==> src/rtl/mat_vect_mult_lanes.sv <==
// Matrix-vector multiplier: y = A*x for an N x M matrix and an M-element vector.
// x is loaded once over the vec_* stream into a register file. A is streamed
// row-major on s_axis_*, LANES elements per beat, with LANES MACs per beat.
// One dot product per row leaves on m_axis_* with full backpressure.
//
// Ports:
//   aclk, areset       clock, asynchronous active-high reset
//   vec_tdata/tvalid   vector element stream, x[0] first; vec_tready in LOAD_VEC only
//   reuse_vec          sampled on the matrix-final beat: 1 keeps x, 0 forces a reload
//   s_axis_*           matrix beats, lane k = A[r][b*LANES+k]; tlast on the final beat
//   m_axis_*           results y[r]; tlast marks y[N-1]
//   err_tlast          sticky flag: s_axis_tlast disagreed with the internal framing
//   busy               high outside LOAD_VEC or while a vector load is in progress
module mat_vect_mult_lanes #(
    parameter int unsigned N      = 4,
    parameter int unsigned M      = 4,
    parameter int unsigned DW     = 8,
    parameter int unsigned LANES  = 2,
    parameter int unsigned SIGNED = 0,
    localparam int unsigned OW    = 2 * DW + $clog2(M)
) (
    input  logic                  aclk,
    input  logic                  areset,
    input  logic [DW-1:0]         vec_tdata,
    input  logic                  vec_tvalid,
    output logic                  vec_tready,
    input  logic                  reuse_vec,
    input  logic [LANES*DW-1:0]   s_axis_tdata,
    input  logic                  s_axis_tvalid,
    input  logic                  s_axis_tlast,
    output logic                  s_axis_tready,
    output logic [OW-1:0]         m_axis_tdata,
    output logic                  m_axis_tvalid,
    output logic                  m_axis_tlast,
    input  logic                  m_axis_tready,
    output logic                  err_tlast,
    output logic                  busy
);

    localparam int unsigned BEATS = M / LANES;
    localparam int unsigned VCW   = $clog2(M);
    localparam int unsigned BCW   = (BEATS > 1) ? $clog2(BEATS) : 1;
    localparam int unsigned RCW   = (N > 1) ? $clog2(N) : 1;
    localparam int unsigned BW    = LANES * DW;
    localparam int unsigned XW    = M * DW;

    typedef enum logic {
        LOAD_VEC = 1'b0,
        RUN      = 1'b1
    } state_t;

    state_t             state_q, state_d;
    logic [XW-1:0]      vec_q;
    logic [VCW-1:0]     vcnt_q;
    logic [BCW-1:0]     bcnt_q;
    logic [RCW-1:0]     rcnt_q;
    logic [OW-1:0]      acc_q;

    logic               vec_hs_c, vec_last_c;
    logic               s_hs_c, beat_last_c, row_last_c;
    logic [BW-1:0]      x_beat_c;
    logic [OW-1:0]      psum_c;

    // Widen an element to OW, sign-extending only for signed operands.
    function automatic logic [OW-1:0] ext(input logic [DW-1:0] v);
        return {{(OW - DW){(SIGNED != 0) && v[DW-1]}}, v};
    endfunction

    assign vec_last_c  = (vcnt_q == VCW'(M - 1));
    assign beat_last_c = (bcnt_q == BCW'(BEATS - 1));
    assign row_last_c  = (rcnt_q == RCW'(N - 1));

    // Vector side is ready only while loading; held low during reset.
    assign vec_tready    = (state_q == LOAD_VEC) && !areset;
    // Only a row-final beat needs the output register; other beats never stall.
    assign s_axis_tready = (state_q == RUN) &&
                           (!beat_last_c || !m_axis_tvalid || m_axis_tready);
    assign vec_hs_c      = vec_tvalid && vec_tready;
    assign s_hs_c        = s_axis_tvalid && s_axis_tready;
    assign busy          = (state_q != LOAD_VEC) || (vcnt_q != '0);

    // Partial sum of the LANES products for the current beat.
    always_comb begin
        psum_c   = '0;
        x_beat_c = vec_q[32'(bcnt_q) * BW +: BW];
        for (int k = 0; k < LANES; k++) begin
            psum_c = psum_c + ext(s_axis_tdata[k*DW +: DW]) * ext(x_beat_c[k*DW +: DW]);
        end
    end

    // State register.
    always_ff @(posedge aclk or posedge areset) begin
        if (areset) begin
            state_q <= LOAD_VEC;
        end else begin
            state_q <= state_d;
        end
    end

    // Next-state logic.
    always_comb begin
        state_d = state_q;
        case (state_q)
            LOAD_VEC: begin
                if (vec_hs_c && vec_last_c) begin
                    state_d = RUN;
                end
            end
            RUN: begin
                if (s_hs_c && beat_last_c && row_last_c && !reuse_vec) begin
                    state_d = LOAD_VEC;
                end
            end
            default: state_d = LOAD_VEC;
        endcase
    end

    // Vector file, counters, accumulator, output register and framing flag.
    always_ff @(posedge aclk or posedge areset) begin
        if (areset) begin
            vec_q         <= '0;
            vcnt_q        <= '0;
            bcnt_q        <= '0;
            rcnt_q        <= '0;
            acc_q         <= '0;
            m_axis_tdata  <= '0;
            m_axis_tvalid <= 1'b0;
            m_axis_tlast  <= 1'b0;
            err_tlast     <= 1'b0;
        end else begin
            if (vec_hs_c) begin
                vec_q[32'(vcnt_q) * DW +: DW] <= vec_tdata;
                vcnt_q <= vec_last_c ? '0 : vcnt_q + VCW'(1);
            end

            if (m_axis_tvalid && m_axis_tready) begin
                m_axis_tvalid <= 1'b0;
                m_axis_tlast  <= 1'b0;
            end

            if (s_hs_c) begin
                if (s_axis_tlast != (row_last_c && beat_last_c)) begin
                    err_tlast <= 1'b1;
                end
                if (beat_last_c) begin
                    // A reload in the same cycle as a drain wins.
                    m_axis_tdata  <= acc_q + psum_c;
                    m_axis_tvalid <= 1'b1;
                    m_axis_tlast  <= row_last_c;
                    acc_q         <= '0;
                    bcnt_q        <= '0;
                    rcnt_q        <= row_last_c ? '0 : rcnt_q + RCW'(1);
                end else begin
                    acc_q  <= acc_q + psum_c;
                    bcnt_q <= bcnt_q + BCW'(1);
                end
            end
        end
    end

endmodule

==> config.mk <==
export PLATFORM = sky130hd
export DESIGN_NAME = mat_vect_mult_lanes
export DESIGN_NICKNAME = d
export VERILOG_FILES = /design/src/rtl/mat_vect_mult_lanes.sv
export SDC_FILE = /design/constraint.sdc
export NUM_CORES = 1
export LEC_CHECK = 0
export CORE_AREA = 3 3 118 120
export CTS_BUF_LIST = sky130_fd_sc_hd__clkbuf_8 sky130_fd_sc_hd__clkbuf_16
export CTS_CLUSTER_SIZE = 8
export DETAILED_ROUTE_END_ITERATION = 12
export DIE_AREA = 0 0 121 123
export GPL_TIMING_DRIVEN = 0
export PLACE_DENSITY_LB_ADDON = 0.25
export REMOVE_ABC_BUFFERS = 1
export SYNTH_ARGS = -nofsm -noshare
export SYNTH_HDL_FRONTEND = slang
export SYNTH_SLANG_ARGS = --single-unit
==> constraint.sdc <==
create_clock -name aclk -period 14.35 [get_ports aclk]
set_input_delay 1.435 -clock aclk [delete_from_list [all_inputs] [get_ports aclk]]
set_output_delay 1.435 -clock aclk [all_outputs]
set_load 0.02 [all_outputs]
After elaboration in Yosys (flattened, before gate mapping)
Cells that the tools add are included.
Word-level totals
  register bits after elaboration: 77
  input port bits: 31
  output and inout port bits: 24
  logic and storage cells: 59
Cells by class
  add/subtract/negate cells: 6
  multipliers: 2
  eq/ne operators: 3
  shift operators: 3
  mux-type cells: 14
  bitwise gates (word level): 1
  reduce and logical (&&, ||, !) cells: 20
Operators by type and width (number)
  $neg A5 Y34: 1
  $shift A8 B34 Y32 const A: 1
  $shiftx A8 B34 Y32: 1
  $bwmux W32: 1
  $mul A8 B8 Y16: 2
  $shiftx A32 B6 Y16: 1
  $add A18 B17 Y18: 1
  $mux W18: 1
  $add A16 B16 Y17: 1
  $logic_and A1 B1 Y1: 10
  $mux W1: 9
  $add A2 B1 Y2 const B: 2
  $eq A2 B2 Y1 const B: 2
  $logic_not A1 Y1: 4
  $mux W2: 2
  $reduce_and A2 Y1: 2
  $logic_or A1 B1 Y1: 3
  $pmux W1 S2: 1
  $reduce_bool A2 Y1: 1
  $add A1 B1 Y1 const B: 1
  $ne A1 B1 Y1: 1
  $not A1 Y1: 1

Depth between registers and ports, before layout
Gate-level depths: netlist of run 1.
  depth in word-level cells: 10
  mapped depth: 23
  gate-level depth less buffers: 20

Worst setup path after synthesis of run 1
Ideal clock, no wire load.
  path kind: input-to-reg
  start point: input port s_axis_tdata[12]
  end point: register m_axis_tdata[14]
  library setup time: 0.066 ns
  arrival time: 6.292 ns
  data required time: 14.284 ns
  slack: 7.992 ns
  cell stages on the path: 18
  buffers on the path: 1
  path through: nor2b_1 -> fa_1 -> fa_1 -> inv_1 -> fa_1 -> inv_1 -> fa_1 -> fa_1 -> inv_1 -> fa_1 -> inv_1 -> ha_1 -> buf_2 -> nand3_1 -> o211ai_1 -> or3b_2 -> o221ai_1 -> mux2_1
On the way
  cells in the longest elaborated chain, start to end: 3
RTL lines
  start, declared: RTL line 28  | input logic [LANES*DW-1:0] s_axis_tdata,
  $mul A8 B8 Y16: RTL line 87  | psum_c = psum_c + ext(s_axis_tdata[k*DW +: DW]) * ext(x_beat_c[k*DW +: DW]);
  $add A16 B16 Y17: RTL line 87
  $add A18 B17 Y18: RTL line 147  | m_axis_tdata <= acc_q + psum_c;
  end signal, assigned: RTL line 147
  end, declared: RTL line 32  | output logic [OW-1:0] m_axis_tdata,
No other way between the ends.
A chain may end at the register's enable or synchronous reset.

Worst setup path in the final report of run 1
  start point: register bcnt_q
  end point: register m_axis_tdata[17]
On the way
  cells in the longest elaborated chain, start to end: 6
  elaborated cells between the ends (all ways): 11
  classes of those cells: add/sub: 2; mul: 2; shift: 1; reduce/logical: 6
RTL lines
  start, declared: RTL line 55  | logic [BCW-1:0] bcnt_q;
  start signal, assigned: RTL line 155  | bcnt_q <= bcnt_q + BCW'(1);
  parallel branches: the longest is 6 deep, another holds $add A18 B17 Y18
Several ways; the timed one is not identified.

==> flow_summary.toml, run 1 <==
[worst_setup_path]
cp.arrival_ns = 7.62
path_class = "reg2reg"
reg2reg_from = "bcnt_q"
required_ns = 14.58
crit_family = "adder cells"
cp_slowest_cell = "dfrtp_1"
critPathCaptureType = "flop"
rr_endpoint = "m_axis_tdata[17]"
worstRegToRegCells = 18
cp_slowest_stage_delay_ns = 1.12
r2r_slack_ns = 6.96
crit_chain = "mux2i_1 -> nor2b_1 -> fa_1 -> inv_1 -> fa_1 -> inv_1 -> fa_1 -> fa_1 -> fa_1 -> inv_1 -> fa_1 -> inv_1 -> ha_1 -> a21oi_1 -> o21ai_0 -> a221oi_1 -> a21oi_1 -> o31ai_1"
cp_common_cell = "fa_1"
startpoint_type = "flop"
cp_num_buf_inv = 4
path_max_fanout = 29

[run_status]
status = "complete, no violations"

[clock_tree]
numCtsBuffers = 9
htree_levels = 3
cts-resized-gates = 0
path_clk_slew_ns = 0.06
cts_tree = "done"
clock-sinks = 77
insertion_delay_ns = 0.34
cts_buffer_depth = 2
clockRootBuffer = "clkbuf_16"
hold_buffers = 0
cts_setup_buffers = 0

[timing]
skew_ns = 0.00870
relSlewSlack_pct = 11.4
period_share_pct = 51.5
slew_viol_final = 0
fin_setup_tns_ns = 0
fmax_mhz = 135
worst_pin_slew_ns = 1.33
finalSetupViolations = 0
fin_crit_ns = 7.39
rsz0062_at_grt = "no"
finalHoldViolCount = 0

[die]
initial_core_util_pct = 64.1
num_rows = 42
fp.dieH_um = 123
num_io_pins = 55
coreArea_mm2 = 0.0131
die-area_mm2 = 0.0149
die_w_um = 121

[global_routing]
antenna_found_initial = 0
grt_pass1_wl_mm = 31.0
grt_usage_pct = 26.5
globalRouteOverflowTotal = 0
first_global_vias = 6305
grt_max_degree = 52

[detailed_routing]
viasPerCell = 5.55
wl_per_cell_um = 16.6
antenna_left = 0
drt-initial-drc-count = 369
via_count = 6192
drt_pass1_iterations = 5
post-route-drc-count = 0
routed_wl_mm = 18.5

[placed_design]
globalplace.congestion = 0.910
portBuffers = 54
hpwl_mm = 14.5

[cells_and_area]
num-nets-final = 1155
fill_cells = 938
n_antenna_cell = 0
drive_gt1_share_pct = 4.58
area_growth_pct = 12.2

[synth]
synth_ff_type = "dfrtp_1"
synth.cell_area_mm2 = 0.00839
synth_edf_count = 0
yosysWarnings = 0
synth_top_area_share_pct = 26.7
syn_inst = 889
yosys-top-cells-area = "fa_1 27%, dfrtp_1 23%, ha_1 12%"
async_flop_share_pct = 100
yosys.area.top_type = "fa_1"
yosysUniqueCellTypes = 51
avgSynthCellArea_um2 = 9.43
yosysSeqAreaShare_pct = 23.0
ys_ff_latch = 77

[min_path]
min_path_cells = 1
holdCritPathClass = "reg2reg"
hold_path_end = "err_tlast"
min-delay-start = "err_tlast"

[job]
max_cap_violations = 0
[routing by layer]
metal	global-route usage [%]	share of wire, %
met1	36.4	44
met2	43.7	49
met3	4.03	4.9
met4	8.78	3.1
met5	0	0
[worst register-to-register path, cell delays in order, from the launching register on]
cell	delay [ns]
dfrtp_1	1.12
mux2i_1	0.90
nor2b_1	0.16
fa_1	0.57
inv_1	0.05
fa_1	0.53
inv_1	0.05
fa_1	0.51
fa_1	0.45
fa_1	0.55
inv_1	0.05
fa_1	0.55
inv_1	0.05
ha_1	0.40
a21oi_1	0.30
o21ai_0	0.23
a221oi_1	0.39
a21oi_1	0.15
o31ai_1	0.26
[flip-flops by register name, indices dropped and copies added, names as in the netlist]
name and cells:
vec_q 32, acc_q 18, m_axis_tdata 18, rcnt_q 2
vcnt_q 2, bcnt_q 1, err_tlast 1, m_axis_tlast 1
m_axis_tvalid 1, state_q 1
[worst max-delay path by stage]
stage | from | slack (ns) | depth (start not counted) | end
2_1_floorplan | s_axis_tdata[12] | 8.02 | 17 | m_axis_tdata[14]
3_3_place_gp | s_axis_tdata[4] | 6.94 | 18 | m_axis_tdata[17]
3_5_place_dp | s_axis_tdata[4] | 6.91 | 18 | m_axis_tdata[17]
4_1_cts | bcnt_q | 6.96 | 18 | m_axis_tdata[17]
5_1_grt | bcnt_q | 6.53 | 18 | m_axis_tdata[17]
6_report | bcnt_q | 6.96 | 18 | m_axis_tdata[17]
[layout make-up]
type                       instances  area, µm²  area share (%)
clock buffer                       9        225            2.39
clock inverter                     7       82.6           0.877
inverter                         165        622            6.61
multi-input combinational        625       5750            61.1
sequential                        77       1930            20.5
tap                              176        220            2.34
timing repair buffer              56        583            6.20
[synthesized netlist by cell type, drive strengths merged (10+ instances only)]
| cell | count |
|---|---|
| mux2 | 20 |
| and2 | 34 |
| fa | 112 |
| nor2b | 50 |
| nand3 | 10 |
| ha | 78 |
| nand2 | 132 |
| o21ai | 52 |
| nand2b | 22 |
| clkbuf | 17 |
| dfrtp | 77 |
| a21oi | 16 |
| inv | 165 |
| mux2i | 10 |
[cell usage in the layout (no fill, tap or decap), types with 3 or more instances in the layout]
master           synthesis  routed
inv_1                  165     164
nand2_1                132     132
fa_1                   112     112
ha_1                    78      78
dfrtp_1                 77      77
clkdlybuf4s50_1          0      54
o21ai_0                 51      51
nor2b_1                 50      50
and2_1                  34      34
nand2b_1                22      22
mux2_2                  19      19
a21oi_1                 14      14
nand3_1                 10      10
mux2i_1                 10      10
nor2_1                   9       9
clkbuf_16                0       9
nor3_1                   8       8
xor2_1                   7       7
a22o_1                   7       7
o31ai_1                  6       6
nor3b_1                  4       4
or3_1                    3       3
o211ai_1                 3       3
a211oi_1                 3       3
o21a_1                   3       3
xnor2_1                  3       3
[cell families (layout without fill, tap and decap cells)]
logic type / count (synthesis) / count (layout) / synth area share [%]
AND/OR/NAND/NOR: 283 / 283 / 16.9
multiplexers: 30 / 30 / 3.88
buffers and inverters: 187 / 237 / 8.44
AO/OA/AOI/OAI: 112 / 112 / 8.43
adder cells (fa/ha/maj): 190 / 190 / 38.4
XOR/XNOR: 10 / 10 / 1.04
flip-flops: 77 / 77 / 23.0
[per-stage QoR]
step | cell area [µm²] | util (%) | cells | setup WS (ns) | hold WS [ns]
after floorplan | 8300 | - | 867 | 8.02 | 0.444
after global placement | 9060 | 69.2 | 1097 | 6.94 | 0.456
after detailed placement | 9100 | 69.6 | 1099 | 6.91 | 0.462
after CTS | 9410 | 71.9 | 1115 | 6.96 | 0.480
after global routing | 9410 | 71.9 | 1115 | 6.53 | 0.503
final | 9410 | 71.9 | 1115 | 6.96 | 0.476
Power of run 1 is not shown: default switching activity piles up to over one toggle a cycle in this logic, so the estimate is an artifact.
==> run 2, diff against run 1 <==
--- a/config.mk
+++ b/config.mk
@@ -5,11 +5,11 @@
 export SDC_FILE = /design/constraint.sdc
 export NUM_CORES = 1
 export LEC_CHECK = 0
-export CORE_AREA = 3 3 118 120
+export CORE_AREA = 3 3 127 129
 export CTS_BUF_LIST = sky130_fd_sc_hd__clkbuf_8 sky130_fd_sc_hd__clkbuf_16
 export CTS_CLUSTER_SIZE = 8
 export DETAILED_ROUTE_END_ITERATION = 12
-export DIE_AREA = 0 0 121 123
+export DIE_AREA = 0 0 130 132
 export GPL_TIMING_DRIVEN = 0
 export PLACE_DENSITY_LB_ADDON = 0.25
 export REMOVE_ABC_BUFFERS = 1
==> constraint.sdc (replaced) <==
create_clock -name aclk -period 6.7 [get_ports aclk]
set_input_delay 0.67 -clock aclk [delete_from_list [all_inputs] [get_ports aclk]]
set_output_delay 0.67 -clock aclk [all_outputs]
set_load 0.02 [all_outputs]
==> flow_summary.toml, run 2 (synthesized netlist as in run 1, its figures left out) <==
[timing]
relSlewSlack_pct = 15.8
slew_viol_final = 0
period_share_pct = 95.2
worst_pin_slew_ns = 1.26
skew_ns = 0.00648
fin_crit_ns = 6.38
rsz0062_at_grt = "no"
finalSetupViolations = 0
setup_slack_ns = 0.323
whs_ns = 0.474
finalHoldViolCount = 0
fmax_mhz = 157

[clock_tree]
cts_buffer_depth = 2
clock-sinks = 77
numCtsBuffers = 9
htree_levels = 3
path_clk_slew_ns = 0.06
cts_tree = "done"
clockRootBuffer = "clkbuf_16"
insertion_delay_ns = 0.34

[die]
die-area_mm2 = 0.0172
initial_core_util_pct = 55.4
die_w_um = 130
num_io_pins = 55
coreArea_mm2 = 0.0151
fp.dieH_um = 132
num_rows = 45

[cells_and_area]
seqCellArea_mm2 = 0.00193
num-nets-final = 1162
top_register = "vec_q"
area_growth_pct = 14.7
n_antenna_cell = 0
final_cell_mix = "166 x inv_1, 132 x nand2_1, 112 x fa_1, 78 x ha_1, 76 x dfrtp_1"
fin_cells = 1134
largest_reg_flops = 32
fill_cells = 1235
drive_gt1_share_pct = 6.13
largestRegisters = "vec_q: 32 flops, acc_q: 18 flops, m_axis_tdata: 18 flops"
multi_input_area_mm2 = 0.00584
final_common_cell = "inv_1"

[worst_setup_path]
rr_endpoint = "m_axis_tdata[12]"
r2r_slack_ns = 0.32
worstRegToRegCells = 19
cp.arrival_ns = 6.60
cp_common_cell = "fa_1"
startpoint_type = "flop"
required_ns = 6.92
critPathCaptureType = "flop"
reg2reg_from = "bcnt_q"
path_class = "reg2reg"
crit_chain = "buf_12 -> mux2_2 -> and2_1 -> fa_1 -> inv_1 -> fa_1 -> inv_1 -> fa_1 -> fa_1 -> fa_1 -> inv_1 -> fa_1 -> inv_1 -> ha_1 -> o211ai_1 -> o21bai_1 -> o21ai_1 -> xor2_1 -> mux2_2"
cp_slowest_cell = "fa_1"
cp_slowest_stage_delay_ns = 0.57
path_max_fanout = 11

[detailed_routing]
top_layer = "met4"
routedLengthMet1_mm = 8.69
drt-initial-drc-count = 272
post-route-drc-count = 0
wl_per_cell_um = 16.3
viasPerCell = 5.37
via_count = 6087
drt_pass1_iterations = 5
antenna_left = 0
routed_wl_mm = 18.5
route.met2.wl_mm = 8.69
route.met3.wl_um = 788

[run_status]
status = "complete, no violations"

[placed_design]
portBuffers = 54
globalplace.congestion = 0.871
hpwl_mm = 14.7
place_inst = 1111
place_ws_ns = -0.740

[global_routing]
grt_max_degree = 50
grt_pass1_wl_mm = 31.5
antenna_found_initial = 0
grt_usage_pct = 23.2
globalRouteOverflowTotal = 0
first_global_vias = 6274

[min_path]
hold_path_end = "vec_q[1]"
min_path_cells = 2
holdCritPathClass = "reg2reg"
min-delay-start = "vec_q[1]"

[job]
max_cap_violations = 0
-- run 2: cell count changes in the layout (fill, tap and decap cells not counted), sizes merged --
cell / delta
buf: +7
clkbuf: +2
clkinv: -2
bufinv: +1
clkinvlp: -1
-- run 2: how the worst max path moves through the flow --
stage	startpoint	to	slack, ns	cells past startpoint
3_3_place_gp	bcnt_q	m_axis_tdata[17]	-0.77	17
2_1_floorplan	bcnt_q	m_axis_tdata[14]	0.50	18
4_1_cts	bcnt_q	m_axis_tdata[17]	0.006	18
6_report	bcnt_q	m_axis_tdata[12]	0.32	19
5_1_grt	bcnt_q	m_axis_tdata[12]	0.06	19
3_5_place_dp	bcnt_q	m_axis_tdata[17]	-0.74	17
-- run 2: layout make-up --
class	count	area share, %
Multi-Input combinational cell	625	60.7
Sequential cell	77	20.1
Timing Repair Buffer	63	6.91
Inverter	165	6.46
Clock buffer	11	2.63
Tap cell	188	2.45
Clock inverter	5	0.780
-- run 2: metal layers --
| metal | GRT usage (%) | vias to the layer above |
|---|---|---|
| li1 | - | 2913 |
| met1 | 34.6 | 3031 |
| met2 | 35.7 | 125 |
| met3 | 4.21 | 18 |
| met4 | 4.91 | 0 |
| met5 | 0 | - |
-- run 2: critical path: cells and delay by family, from the launching register on --
family,cells,cell delay (ns)
AO/OA/AOI/OAI,3,0.75
flip-flops,1,0.47
XOR/XNOR,1,0.15
multiplexers,2,0.71
AND/OR/NAND/NOR,1,0.20
adder cells (fa/ha/maj),7,3.60
buffers and inverters,5,0.38
-- run 2: metrics by stage --
step	cell area, µm²	util (%)	setup TNS, ns
after floorplan	8300	-	0
after global placement	9070	59.9	-11.22
after detailed placement	9120	60.2	-10.98
after CTS	9500	62.7	0
after global routing	9620	63.5	0
final	9620	63.5	0
-- run 2: repair_timing --
item	in CTS	in global routing
gates cloned	0	0
endpoints found under the setup margin	21	18
gates resized for setup	12	5
hold buffers	0	0
pin swaps	0	0
setup buffers	0	7
Power of run 2 is left out for the same reason.
==> run 3, diff against run 2 <==
--- a/config.mk
+++ b/config.mk
@@ -5,11 +5,12 @@
 export SDC_FILE = /design/constraint.sdc
 export NUM_CORES = 1
 export LEC_CHECK = 0
-export CORE_AREA = 3 3 127 129
-export CTS_BUF_LIST = sky130_fd_sc_hd__clkbuf_8 sky130_fd_sc_hd__clkbuf_16
+export CELL_PAD_IN_SITES_DETAIL_PLACEMENT = 0
+export CELL_PAD_IN_SITES_GLOBAL_PLACEMENT = 1
+export CORE_AREA = 3 3 144 146
 export CTS_CLUSTER_SIZE = 8
 export DETAILED_ROUTE_END_ITERATION = 12
-export DIE_AREA = 0 0 130 132
+export DIE_AREA = 0 0 147 149
 export GPL_TIMING_DRIVEN = 0
 export PLACE_DENSITY_LB_ADDON = 0.25
 export REMOVE_ABC_BUFFERS = 1
==> flow_summary.toml, run 3 (synthesized netlist as in run 1, its figures left out) <==
[run_status]
status = "complete, no violations"

[detailed_routing]
viasPerCell = 4.89
via_count = 5908
antenna_left = 0
post-route-drc-count = 0
routed_wl_mm = 18.5
drt-initial-drc-count = 224
drt_pass1_iterations = 4
wl_per_cell_um = 15.3

[min_path]
hold_path_end = "vec_q[18]"
holdCritPathClass = "reg2reg"
min-delay-start = "vec_q[18]"
min_path_cells = 2

[timing]
period_share_pct = 94.7
slew_viol_final = 0
fin_crit_ns = 6.34
fmax_mhz = 158
skew_ns = 0.0104
relSlewSlack_pct = 12.2
whs_ns = 0.472
worst_pin_slew_ns = 1.31
finalHoldViolCount = 0
rsz0062_at_grt = "no"
setup_slack_ns = 0.355
finalSetupViolations = 0

[global_routing]
antenna_found_initial = 0
first_global_vias = 6162
grt_usage_pct = 18.1
grt_max_degree = 44
grt_pass1_wl_mm = 31.4
globalRouteOverflowTotal = 0

[worst_setup_path]
cp.arrival_ns = 6.58
path_class = "reg2reg"
startpoint_type = "flop"
path_max_fanout = 12
rr_endpoint = "m_axis_tdata[12]"
required_ns = 6.94
r2r_slack_ns = 0.36
critPathCaptureType = "flop"
reg2reg_from = "bcnt_q"
worstRegToRegCells = 19

[cells_and_area]
final_cell_mix = "164 x inv_1, 132 x nand2_1, 112 x fa_1, 78 x ha_1, 76 x dfrtp_1"
largestRegisters = "vec_q: 32 flops, acc_q: 18 flops, m_axis_tdata: 18 flops"
num-nets-final = 1158
stdcell_area_mm2 = 0.00967
largest_reg_flops = 32
drive_gt1_share_pct = 5.94
n_antenna_cell = 0
finish.utilization_pct = 49.5
area_growth_pct = 15.3
final_common_cell = "inv_1"
top_register = "vec_q"
fill_cells = 1950

[placed_design]
hpwl_mm = 14.9
globalplace.congestion = 0.798
portBuffers = 54
place_ws_ns = -0.740
place_area_mm2 = 0.00922

[die]
die_w_um = 147
coreArea_mm2 = 0.0195
num_rows = 51
initial_core_util_pct = 43.0
die-area_mm2 = 0.0219
fp.dieH_um = 149
num_io_pins = 55

[clock_tree]
cts_tree = "done"
clockRootBuffer = "clkbuf_16"
path_clk_slew_ns = 0.06
numCtsBuffers = 9
cts_buffer_depth = 2
hold_buffers = 0
insertion_delay_ns = 0.35
clock-sinks = 77
htree_levels = 3

[job]
max_cap_violations = 0
## run 3: cell count changes in the layout (fill, tap and decap cells not counted)
cell | previous run | this run
buf_4 | 4 | 1
clkinv_2 | 0 | 2
inv_1 | 166 | 164
buf_12 | 2 | 1
clkbuf_8 | 2 | 1
clkinv_4 | 0 | 1
## run 3: worst max-delay path, cell delays in order (launching register included)
cell	delay, ns
dfrtp_4	0.47
buf_12	0.18
mux2_2	0.43
and2_1	0.20
fa_1	0.53
inv_1	0.05
fa_1	0.47
inv_1	0.06
fa_1	0.50
fa_1	0.54
fa_1	0.55
inv_1	0.05
fa_1	0.53
inv_1	0.05
ha_1	0.37
o211ai_1	0.20
o21bai_1	0.20
o21ai_1	0.35
xor2_1	0.19
mux2_2	0.29
## run 3: how the worst max path moves through the flow
stage                             to  cells past startpoint    from  slack, ns
global placement    m_axis_tdata[17]                     17  bcnt_q      -0.70
floorplan           m_axis_tdata[14]                     18  bcnt_q       0.50
global route        m_axis_tdata[12]                     19  bcnt_q       0.05
finish              m_axis_tdata[12]                     19  bcnt_q       0.36
CTS                 m_axis_tdata[17]                     17  bcnt_q       0.03
detailed placement  m_axis_tdata[17]                     17  bcnt_q      -0.74
## run 3: metal layers
metal	up-vias	global-route usage [%]	part of all wire (%)
li1	2905	-	-
met4	0	3.26	0.76
met1	2931	25.3	47
met5	-	0	0
met2	64	30.3	50
met3	8	2.86	2.8
## run 3: layout make-up
class                      instances  area [µm²]  area share [%]
inverter                         165         622            6.43
tap                              265         332            3.43
clock inverter                     6        86.3           0.893
multi-input combinational        625        5840            60.4
clock buffer                      10         239            2.47
timing repair buffer              59         622            6.43
sequential                        77        1930            20.0
## run 3: through the flow
| step | std cells | TNS, ns |
|---|---|---|
| 2_1_floorplan | 867 | 0 |
| 5_1_grt | 1207 | 0 |
| 3_3_place_gp | 1186 | -10.95 |
| 3_5_place_dp | 1188 | -11.50 |
| 6_report | 1207 | 0 |
| 4_1_cts | 1204 | 0 |
## run 3: repair_timing
item / CTS / global route
setup endpoints to repair: 22 / 16
buffers inserted: 0 / 3
resized for setup: 9 / 8
Power of run 3 is left out for the same reason.
